<file path="src/rtl/pipe_pkg.sv">
// rtl/pipe_pkg.sv - shared pipeline types for the MEM/WB boundary
package pipe_pkg;

    typedef enum logic [1:0] {
        ALU     = 2'b00,
        LOAD    = 2'b01,
        PC4     = 2'b10,
        ALU_ALT = 2'b11
    } resultsrc_t;

    // funct3 load encodings; unlisted codes are treated as full-word
    typedef enum logic [2:0] {
        LB  = 3'b000,
        LH  = 3'b001,
        LW  = 3'b010,
        LBU = 3'b100,
        LHU = 3'b101
    } addrmode_t;

    // Control half of the MEM/WB register; the XLEN-wide data fields sit beside it
    typedef struct packed {
        logic       valid;
        logic       regwrite;
        resultsrc_t resultsrc;
        addrmode_t  addrmode;
        logic [4:0] rd;
    } mem_wb_t;

endpackage

</file>
<file path="src/rtl/load_extend.sv">
// rtl/load_extend.sv - load byte/half selection, sign/zero extension and misalignment detect
module load_extend
    import pipe_pkg::*;
#(
    parameter int XLEN = 32
) (
    input  logic [XLEN-1:0] word,
    input  logic [1:0]      offset,
    input  addrmode_t       addrmode,
    output logic [XLEN-1:0] result,
    output logic            misaligned
);

    logic [7:0]  byte_sel;
    logic [15:0] half_sel;

    always_comb begin
        case (offset)
            2'd0:    byte_sel = word[7:0];
            2'd1:    byte_sel = word[15:8];
            2'd2:    byte_sel = word[23:16];
            default: byte_sel = word[31:24];
        endcase
        half_sel = offset[1] ? word[31:16] : word[15:0];
    end

    always_comb begin
        result     = word;
        misaligned = 1'b0;
        case (addrmode)
            LB:  result = {{(XLEN-8){byte_sel[7]}}, byte_sel};
            LBU: result = {{(XLEN-8){1'b0}}, byte_sel};
            LH: begin
                result     = {{(XLEN-16){half_sel[15]}}, half_sel};
                misaligned = offset[0];
            end
            LHU: begin
                result     = {{(XLEN-16){1'b0}}, half_sel};
                misaligned = offset[0];
            end
            LW:      misaligned = (offset != 2'd0);
            default: ;
        endcase
    end

endmodule

</file>
<file path="src/rtl/wb_stage.sv">
// rtl/wb_stage.sv - MEM/WB register, load extension and result select; WB_RETIRE_CNT_EN adds retire counter
module wb_stage
    import pipe_pkg::*;
#(
    parameter int XLEN  = 32,
    parameter int CNT_W = 64
) (
    input  logic             CLK,
    input  logic             rst,
    input  logic             enW,
    input  logic             flushW,
    input  logic             validM,
    input  logic             regwriteM,
    input  logic [1:0]       resultsrcM,
    input  logic [2:0]       addressingmodeM,
    input  logic [4:0]       rdM,
    input  logic [XLEN-1:0]  aluresultM,
    input  logic [XLEN-1:0]  readdataM,
    input  logic [XLEN-1:0]  pcplus4M,
    output logic             regwriteW,
    output logic [4:0]       rdW,
    output logic [XLEN-1:0]  resultW,
    output logic             validW,
    output logic             misalignW,
    output logic [CNT_W-1:0] instretW
);

    mem_wb_t         ctrl;
    logic [XLEN-1:0] alu_q;
    logic [XLEN-1:0] rdata_q;
    logic [XLEN-1:0] pc4_q;

    always_ff @(posedge CLK) begin
        if (rst || flushW) begin
            ctrl    <= '0;
            alu_q   <= '0;
            rdata_q <= '0;
            pc4_q   <= '0;
        end else if (enW) begin
            ctrl    <= '{valid:     validM,
                         regwrite:  regwriteM,
                         resultsrc: resultsrc_t'(resultsrcM),
                         addrmode:  addrmode_t'(addressingmodeM),
                         rd:        rdM};
            alu_q   <= aluresultM;
            rdata_q <= readdataM;
            pc4_q   <= pcplus4M;
        end
    end

    logic [XLEN-1:0] load_val;
    logic            ext_mis;
    logic            mis;

    load_extend #(.XLEN(XLEN)) u_load_extend (
        .word       (rdata_q),
        .offset     (alu_q[1:0]),
        .addrmode   (ctrl.addrmode),
        .result     (load_val),
        .misaligned (ext_mis)
    );

    assign mis = (ctrl.resultsrc == LOAD) && ext_mis;

    always_comb begin
        case (ctrl.resultsrc)
            LOAD:    resultW = load_val;
            PC4:     resultW = pc4_q;
            default: resultW = alu_q;
        endcase
    end

    // A misaligned load must not write the register file; it is reported instead
    assign regwriteW = ctrl.valid && ctrl.regwrite && (ctrl.rd != 5'd0) && !mis;
    assign misalignW = ctrl.valid && mis;
    assign validW    = ctrl.valid;
    assign rdW       = ctrl.rd;

`ifdef WB_RETIRE_CNT_EN
    logic [CNT_W-1:0] instret_q;

    always_ff @(posedge CLK) begin
        if (rst) begin
            instret_q <= '0;
        end else if (validW && !misalignW) begin
            instret_q <= instret_q + CNT_W'(1);
        end
    end

    assign instretW = instret_q;
`else
    assign instretW = '0;
`endif

endmodule

</file>
<file path="config.mk">
export PLATFORM = sky130hd
export DESIGN_NAME = wb_stage
export DESIGN_NICKNAME = d
export VERILOG_FILES = /design/src/rtl/pipe_pkg.sv /design/src/rtl/load_extend.sv /design/src/rtl/wb_stage.sv
export SDC_FILE = /design/constraint.sdc
export NUM_CORES = 1
export LEC_CHECK = 0
export ABC_AREA = 1
export CAP_MARGIN = 40
export CORE_ASPECT_RATIO = 0.5
export CORE_MARGIN = 2
export CORE_UTILIZATION = 40
export CTS_BUF_LIST = sky130_fd_sc_hd__clkbuf_2 sky130_fd_sc_hd__clkbuf_4 sky130_fd_sc_hd__clkbuf_8
export DETAILED_ROUTE_END_ITERATION = 16
export PLACE_DENSITY = 0.74
export SLEW_MARGIN = 20
export SYNTH_ARGS = -nofsm -noshare
export SYNTH_HDL_FRONTEND = slang
export SYNTH_SLANG_ARGS = --single-unit
</file>
<file path="constraint.sdc">
create_clock -name CLK -period 1.6 [get_ports CLK]
set_input_delay 0.16 -clock CLK [delete_from_list [all_inputs] [get_ports CLK]]
set_output_delay 0.16 -clock CLK [all_outputs]
set_load 0.01 [all_outputs]
</file>
==> impl_metrics.yaml, run 1 <==
run_status:
  status: "finished with violations"
  violations: "negative setup slack"
setup_path:
  cp.arrival_ps: 1920
  crit_fanout: 8
  startpoint_type: "register"
  criticalPathCategory: "register to primary output"
  end_kind: "primary output"
  crit_required_ps: 1440
clock_network:
  numCtsBuffers: 9
  clk_latency_ps: 380
  cts_tree: "yes"
  cts_max_level: 3
  cts_sinks: 108
  cts_hold_buf: 0
  clk_transition_reported_paths_ps: 110
  cts_buffer_depth: 2
  cts-root-buf: "clkbuf_8"
finish:
  syn_to_final_growth_pct: 47.3
  final_core_util: 0.607
  fillers: 1173
  drive_above_1_share: 0.265
  fin_nets: 1133
  insertedDiodeCount: 0
  final_cells: 1216
logic_synthesis:
  synth_ff_type: "dfxtp_1"
  syn_avg_cell_area_um2: 6.77
  synth_edf_count: 0
  ys_seq_elements: 108
  syn_area_mm2: 0.00563
  synth_adder_area_share: 0.00445
  synth_mux_area_frac: 0
  synth_cells: 831
  synthSimpleGateAreaFrac: 0.246
  synthXorXnorAreaFrac: 0
  synth_top_family_by_area: "simple AND/OR/NAND/NOR gates"
  yosys_warnings: 0
  ys_async_sr_fraction: 0
  synth_cell_types: 26
  yosysSeqAreaShare: 0.384
  synth_compound_area_frac: 0.211
timing:
  drv_slew: 0
  setup_slack_ps: -481
  hold_viol_final: 0
  fin_tns_setup_ps: -12370
  setup_viol: 34
  rsz0062_at_grt: "true"
  clock.fmax_ghz: 0.481
  finClkSkew_ps: 0
  whs_ps: 141
  period_share: 1.30
  min_period_ps: 2080
die:
  die_h_um: 87.9
  pin_count: 216
  die_w_um: 172
  row_count: 30
  die-area_mm2: 0.0151
  initial_core_util: 0.412
  core_area_mm2: 0.0137
placement:
  hpwl_mm: 13.3
  place_congestion: 1.00
  dp.cells: 1177
  port_buffers: 151
detailed_routing:
  wl_per_cell_um: 16.5
  dr.first_iter.drc_count: 416
  vias_per_cell: 5.12
  wl_met3_mm: 1.53
  ant_nets: 0
  dr.pass1.iters: 5
  num_vias: 6228
  wl_mm: 20.1
  top_layer_used: "met4"
  routed-wl-met2_mm: 9.50
  drc: 0
  wl_met1_mm: 8.38
grt:
  grt_pass1_wl_mm: 29.1
  grt_overflow: 0
  antenna_found_initial: 0
  grt_pass1_vias: 5745
  grt_start_max_net_pins: 63
  grt_usage: 0.248
power:
  finalPower_mw: 6.11
  powerDensity_mw_per_mm2: 737
  p_leak_nw: 3.50
  ir_drop_uv: 443
hold_path:
  min_path_type: "input port to register"
flow_run:
  maxCapViolCount: 0
metrics by stage:
| stage | instance area, um^2 | setup WS, ps |
|---|---|---|
| after floorplan | 5860 | 13.3 |
| after global placement | 7450 | -476 |
| after detailed placement | 7450 | -483 |
| after CTS | 7940 | -410 |
| after global routing | 8290 | -507 |
| final | 8290 | -481 |
per-layer routing:
| layer | global-route usage | vias to the layer above |
|---|---|---|
| met4 | 0.0772 | 0 |
| met3 | 0.0497 | 64 |
| met5 | 0 | - |
| met1 | 0.327 | 2871 |
| li1 | - | 2945 |
| met2 | 0.415 | 348 |
cell type report:
| type | instances | area [um^2] | share of cell area |
|---|---|---|---|
| Clock buffer | 10 | 131 | 0.0158 |
| Tap cell | 192 | 240 | 0.0290 |
| Timing Repair Buffer | 240 | 2230 | 0.269 |
| Clock inverter | 6 | 56.3 | 0.00679 |
| Inverter | 24 | 119 | 0.0143 |
| Multi-Input combinational cell | 636 | 3340 | 0.402 |
| Sequential cell | 108 | 2170 | 0.262 |
synth_stat cells, types with 2 or more instances:
library cell | instances | area, um^2
nand2_1 | 255 | 957
a21oi_1 | 162 | 811
dfxtp_1 | 108 | 2160
nor2_1 | 76 | 285
buf_4 | 69 | 518
clkbuf_1 | 42 | 158
o21ai_0 | 22 | 110
inv_1 | 21 | 78.8
a211oi_1 | 19 | 143
buf_2 | 11 | 55.1
a21oi_2 | 10 | 87.6
nand3_1 | 10 | 50.1
o211ai_1 | 4 | 30.0
buf_6 | 3 | 33.8
or2_2 | 3 | 18.8
buf_1 | 2 | 7.51
ha_1 | 2 | 25.0
inv_2 | 2 | 7.51
nand2_4 | 2 | 22.5
nor3_1 | 2 | 10.0
registers in the layout (all words and copies together), names as in the netlist:
| signal | count |
|---|---|
| alu_q | 32 |
| ctrl | 6 |
| pc4_q | 32 |
| rdW | 5 |
| rdata_q | 32 |
| validW | 1 |
placed cells by master (no fill, tap or decap), types with 3 or more instances in the layout:
master           count
conb_1              64
buf_6               11
nand2_8              3
inv_6                3
buf_12              10
nand2_1            217
nand2_4             10
o21ai_2              8
a21oi_1            131
buf_4               67
nand3_2              3
buf_2               32
nor2_4               3
nand2_2             28
nor2_2              10
a211oi_1            19
inv_1               15
dfxtp_2              4
a21oi_2             36
o21ai_0              5
nand3_1              6
or2_4                3
inv_2                3
a21oi_4              5
o211ai_1             4
clkdlybuf4s50_1    116
clkbuf_8             9
o21ai_1              7
nor2_1              64
dfxtp_1            102
worst max-delay path: stages, from the launching register on:
cell and delay, ps:
dfxtp_1 440, inv_1 130, a21oi_4 210, a21oi_4 90, buf_4 150, nand2_8 140
nand2_4 70, a21oi_4 170, buf_6 120
report_power, final:
part           switching (mW)  internal (mW)  leakage, nW
Combinational           0.869          0.737         2.52
Clock                    1.04          0.618       0.0943
Sequential             0.0626           2.78        0.884
Total                    1.97           4.13         3.50
path summary, 6_finish.rpt:
path	end	startpoint	cells after the start	slack, ps
worst max-delay path	resultW[28]	rdata_q[15]$_SDFFE_PP0P_	8	-480
worst min-delay path	rdW[0]$_SDFFE_PP0P_	enW	3	140
worst max register to register	alu_q[0]$_SDFFE_PP0P_	alu_q[0]$_SDFFE_PP0P_	5	380
worst min register to register	alu_q[8]$_SDFFE_PP0P_	alu_q[8]$_SDFFE_PP0P_	2	470
cell families after synthesis:
group,count (synthesis)
and+or+nand+nor,351
AOI/OAI and AO/OA,218
buffers and inverters,151
DFF,108
adders and majority gates,2
other,1
what timing repair did:
item | CTS | global route
cloned | 4 | 0
pin swaps | 19 | 33
setup buffers | 10 | 10
endpoints found under the setup margin | 34 | 34
hold endpoints to repair | 0 | 0
gates resized for setup | 237 | 85
Power figures use the tool's default switching activity.
==> inputs of run 2 (changes only) <==
--- a/config.mk
+++ b/config.mk
@@ -13,7 +13,7 @@
 export CTS_BUF_LIST = sky130_fd_sc_hd__clkbuf_2 sky130_fd_sc_hd__clkbuf_4 sky130_fd_sc_hd__clkbuf_8
 export DETAILED_ROUTE_END_ITERATION = 16
 export PLACE_DENSITY = 0.74
-export SLEW_MARGIN = 20
+export SLEW_MARGIN = 30
 export SYNTH_ARGS = -nofsm -noshare
 export SYNTH_HDL_FRONTEND = slang
 export SYNTH_SLANG_ARGS = --single-unit
==> results of run 2 <==
No change in the layout: final DEF, timing and power equal those of run 1.
==> inputs of run 3 (changes only) <==
--- a/config.mk
+++ b/config.mk
@@ -17,3 +17,4 @@
 export SYNTH_ARGS = -nofsm -noshare
 export SYNTH_HDL_FRONTEND = slang
 export SYNTH_SLANG_ARGS = --single-unit
+export TNS_END_PERCENT = 100
==> constraint.sdc (replaced) <==
create_clock -name CLK -period 1.6 [get_ports CLK]
set_input_delay 0.16 -clock CLK [delete_from_list [all_inputs] [get_ports CLK]]
set_output_delay 0.16 -clock CLK [all_outputs]
set_load 0.05 [all_outputs]
==> impl_metrics.yaml, run 3 (synthesis gave the netlist of run 1 again) <==
grt:
  grt_pass1_wl_mm: 28.3
  grt_start_max_net_pins: 81
  gr-usage-met1: 0.339
  grt_busiest_layer: "met2"
  antenna_found_initial: 0
  grt_usage: 0.243
  use_met3: 0.0402
  grt_pass1_vias: 5488
  use_met2: 0.403
  grt_overflow: 0
clock_network:
  clk_latency_ps: 370
  cts_buffer_depth: 2
  numCtsBuffers: 9
  clk_transition_reported_paths_ps: 110
  cts_max_level: 3
  cts_tree: "yes"
  cts_sinks: 108
  cts-root-buf: "clkbuf_8"
die:
  pin_count: 216
  core_area_mm2: 0.0137
  die_w_um: 172
  row_count: 30
  die_h_um: 87.9
  initial_core_util: 0.412
  die-area_mm2: 0.0151
detailed_routing:
  dr.pass1.iters: 5
  wl_per_cell_um: 15.5
  num_vias: 5772
  vias_per_cell: 4.88
  ant_nets: 0
  drc: 0
  dr.first_iter.drc_count: 341
  wl_mm: 18.3
finish:
  drive_above_1_share: 0.251
  insertedDiodeCount: 0
  final_common_cell: "nand2_1"
  fillers: 1220
  reg.largest.list: "alu_q: 32 flops, pc4_q: 32 flops, rdata_q: 32 flops"
  fin_nets: 1100
  mostFrequentLayoutCells: "nand2_1, a21oi_1, clkdlybuf4s50_1, dfxtp_1, conb_1"
  final_cell_area_mm2: 0.00850
  syn_to_final_growth_pct: 51.0
setup_path:
  end_kind: "primary output"
  criticalPathCategory: "register to primary output"
  startpoint_type: "register"
  crit_required_ps: 1440
  crit_fanout: 8
  cp.arrival_ps: 1880
timing:
  clock.fmax_ghz: 0.490
  finClkSkew_ps: 0
  hold_viol_final: 0
  period_share: 1.28
  setup_slack_ps: -443
  drv_slew: 0
  setup_viol: 34
  rsz0062_at_grt: "true"
  min_period_ps: 2040
power:
  finalPower_mw: 6.89
  ir_drop_uv: 423
  powerDensity_mw_per_mm2: 811
  p_leak_nw: 3.44
flow_run:
  maxCapViolCount: 0
run_status:
  violations: "negative setup slack"
  status: "finished with violations"
hold_path:
  min_path_type: "input port to register"
placement:
  port_buffers: 151
  place_congestion: 0.937
  dpl_cell_area_mm2: 0.00759
  hpwl_mm: 12.8
[run 3: what timing repair did]
action | CTS | global route
buffers inserted | 1 | 4
pin swaps | 24 | 15
setup endpoints to repair | 34 | 34
resized for setup | 160 | 26
cloned | 4 | 0
hold buffers | 0 | 0
[run 3: path summary, 6_finish.rpt]
kind	end	slack [ps]	cells past startpoint	from
max	resultW[29]	-440	8	alu_q[1]$_SDFFE_PP0P_
min	rdata_q[28]$_SDFFE_PP0P_	300	4	enW
max reg2reg	alu_q[1]$_SDFFE_PP0P_	670	3	alu_q[1]$_SDFFE_PP0P_
min reg2reg	ctrl[10]$_SDFFE_PP0P_	470	2	ctrl[10]$_SDFFE_PP0P_
[run 3: routing by layer]
layer  wire length, um  up-vias
met5                 0        -
met4               200        0
met3              1010       16
met2              8500      181
met1              8620     2702
li1                  -     2873
[run 3: layout make-up]
type	instances	area, um^2	share of cell area
clock buffer	9	124	0.0146
clock inverter	7	80.1	0.00943
inverter	24	110	0.0130
multi-input combinational	636	3560	0.419
sequential	108	2170	0.256
tap	192	240	0.0283
timing repair buffer	207	2210	0.260
[run 3: worst max-delay path, stage by stage (launching register included)]
cell     delay (ps)
dfxtp_4         410
buf_6           110
a21oi_2          40
nand2_2          80
nand4_4         210
nand2_4         210
nand2_1         120
a21oi_4         160
buf_6           170
[run 3: stage by stage]
stage               utilization  setup TNS (ps)  setup WS [ps]  hold slack, ps  cells
floorplan                     -           -2670           -109             300    894
global placement          0.555           -4420           -238             449   1159
detailed placement        0.555           -3860           -219             454   1159
CTS                       0.614          -13160           -447             292   1180
global route              0.622          -15760           -537             310   1183
finish                    0.622          -13180           -443             299   1183
[run 3: power breakdown]
group          switching (mW)  internal (mW)
clock network            1.02          0.747
registers              0.0675           2.78
logic                    1.43          0.840
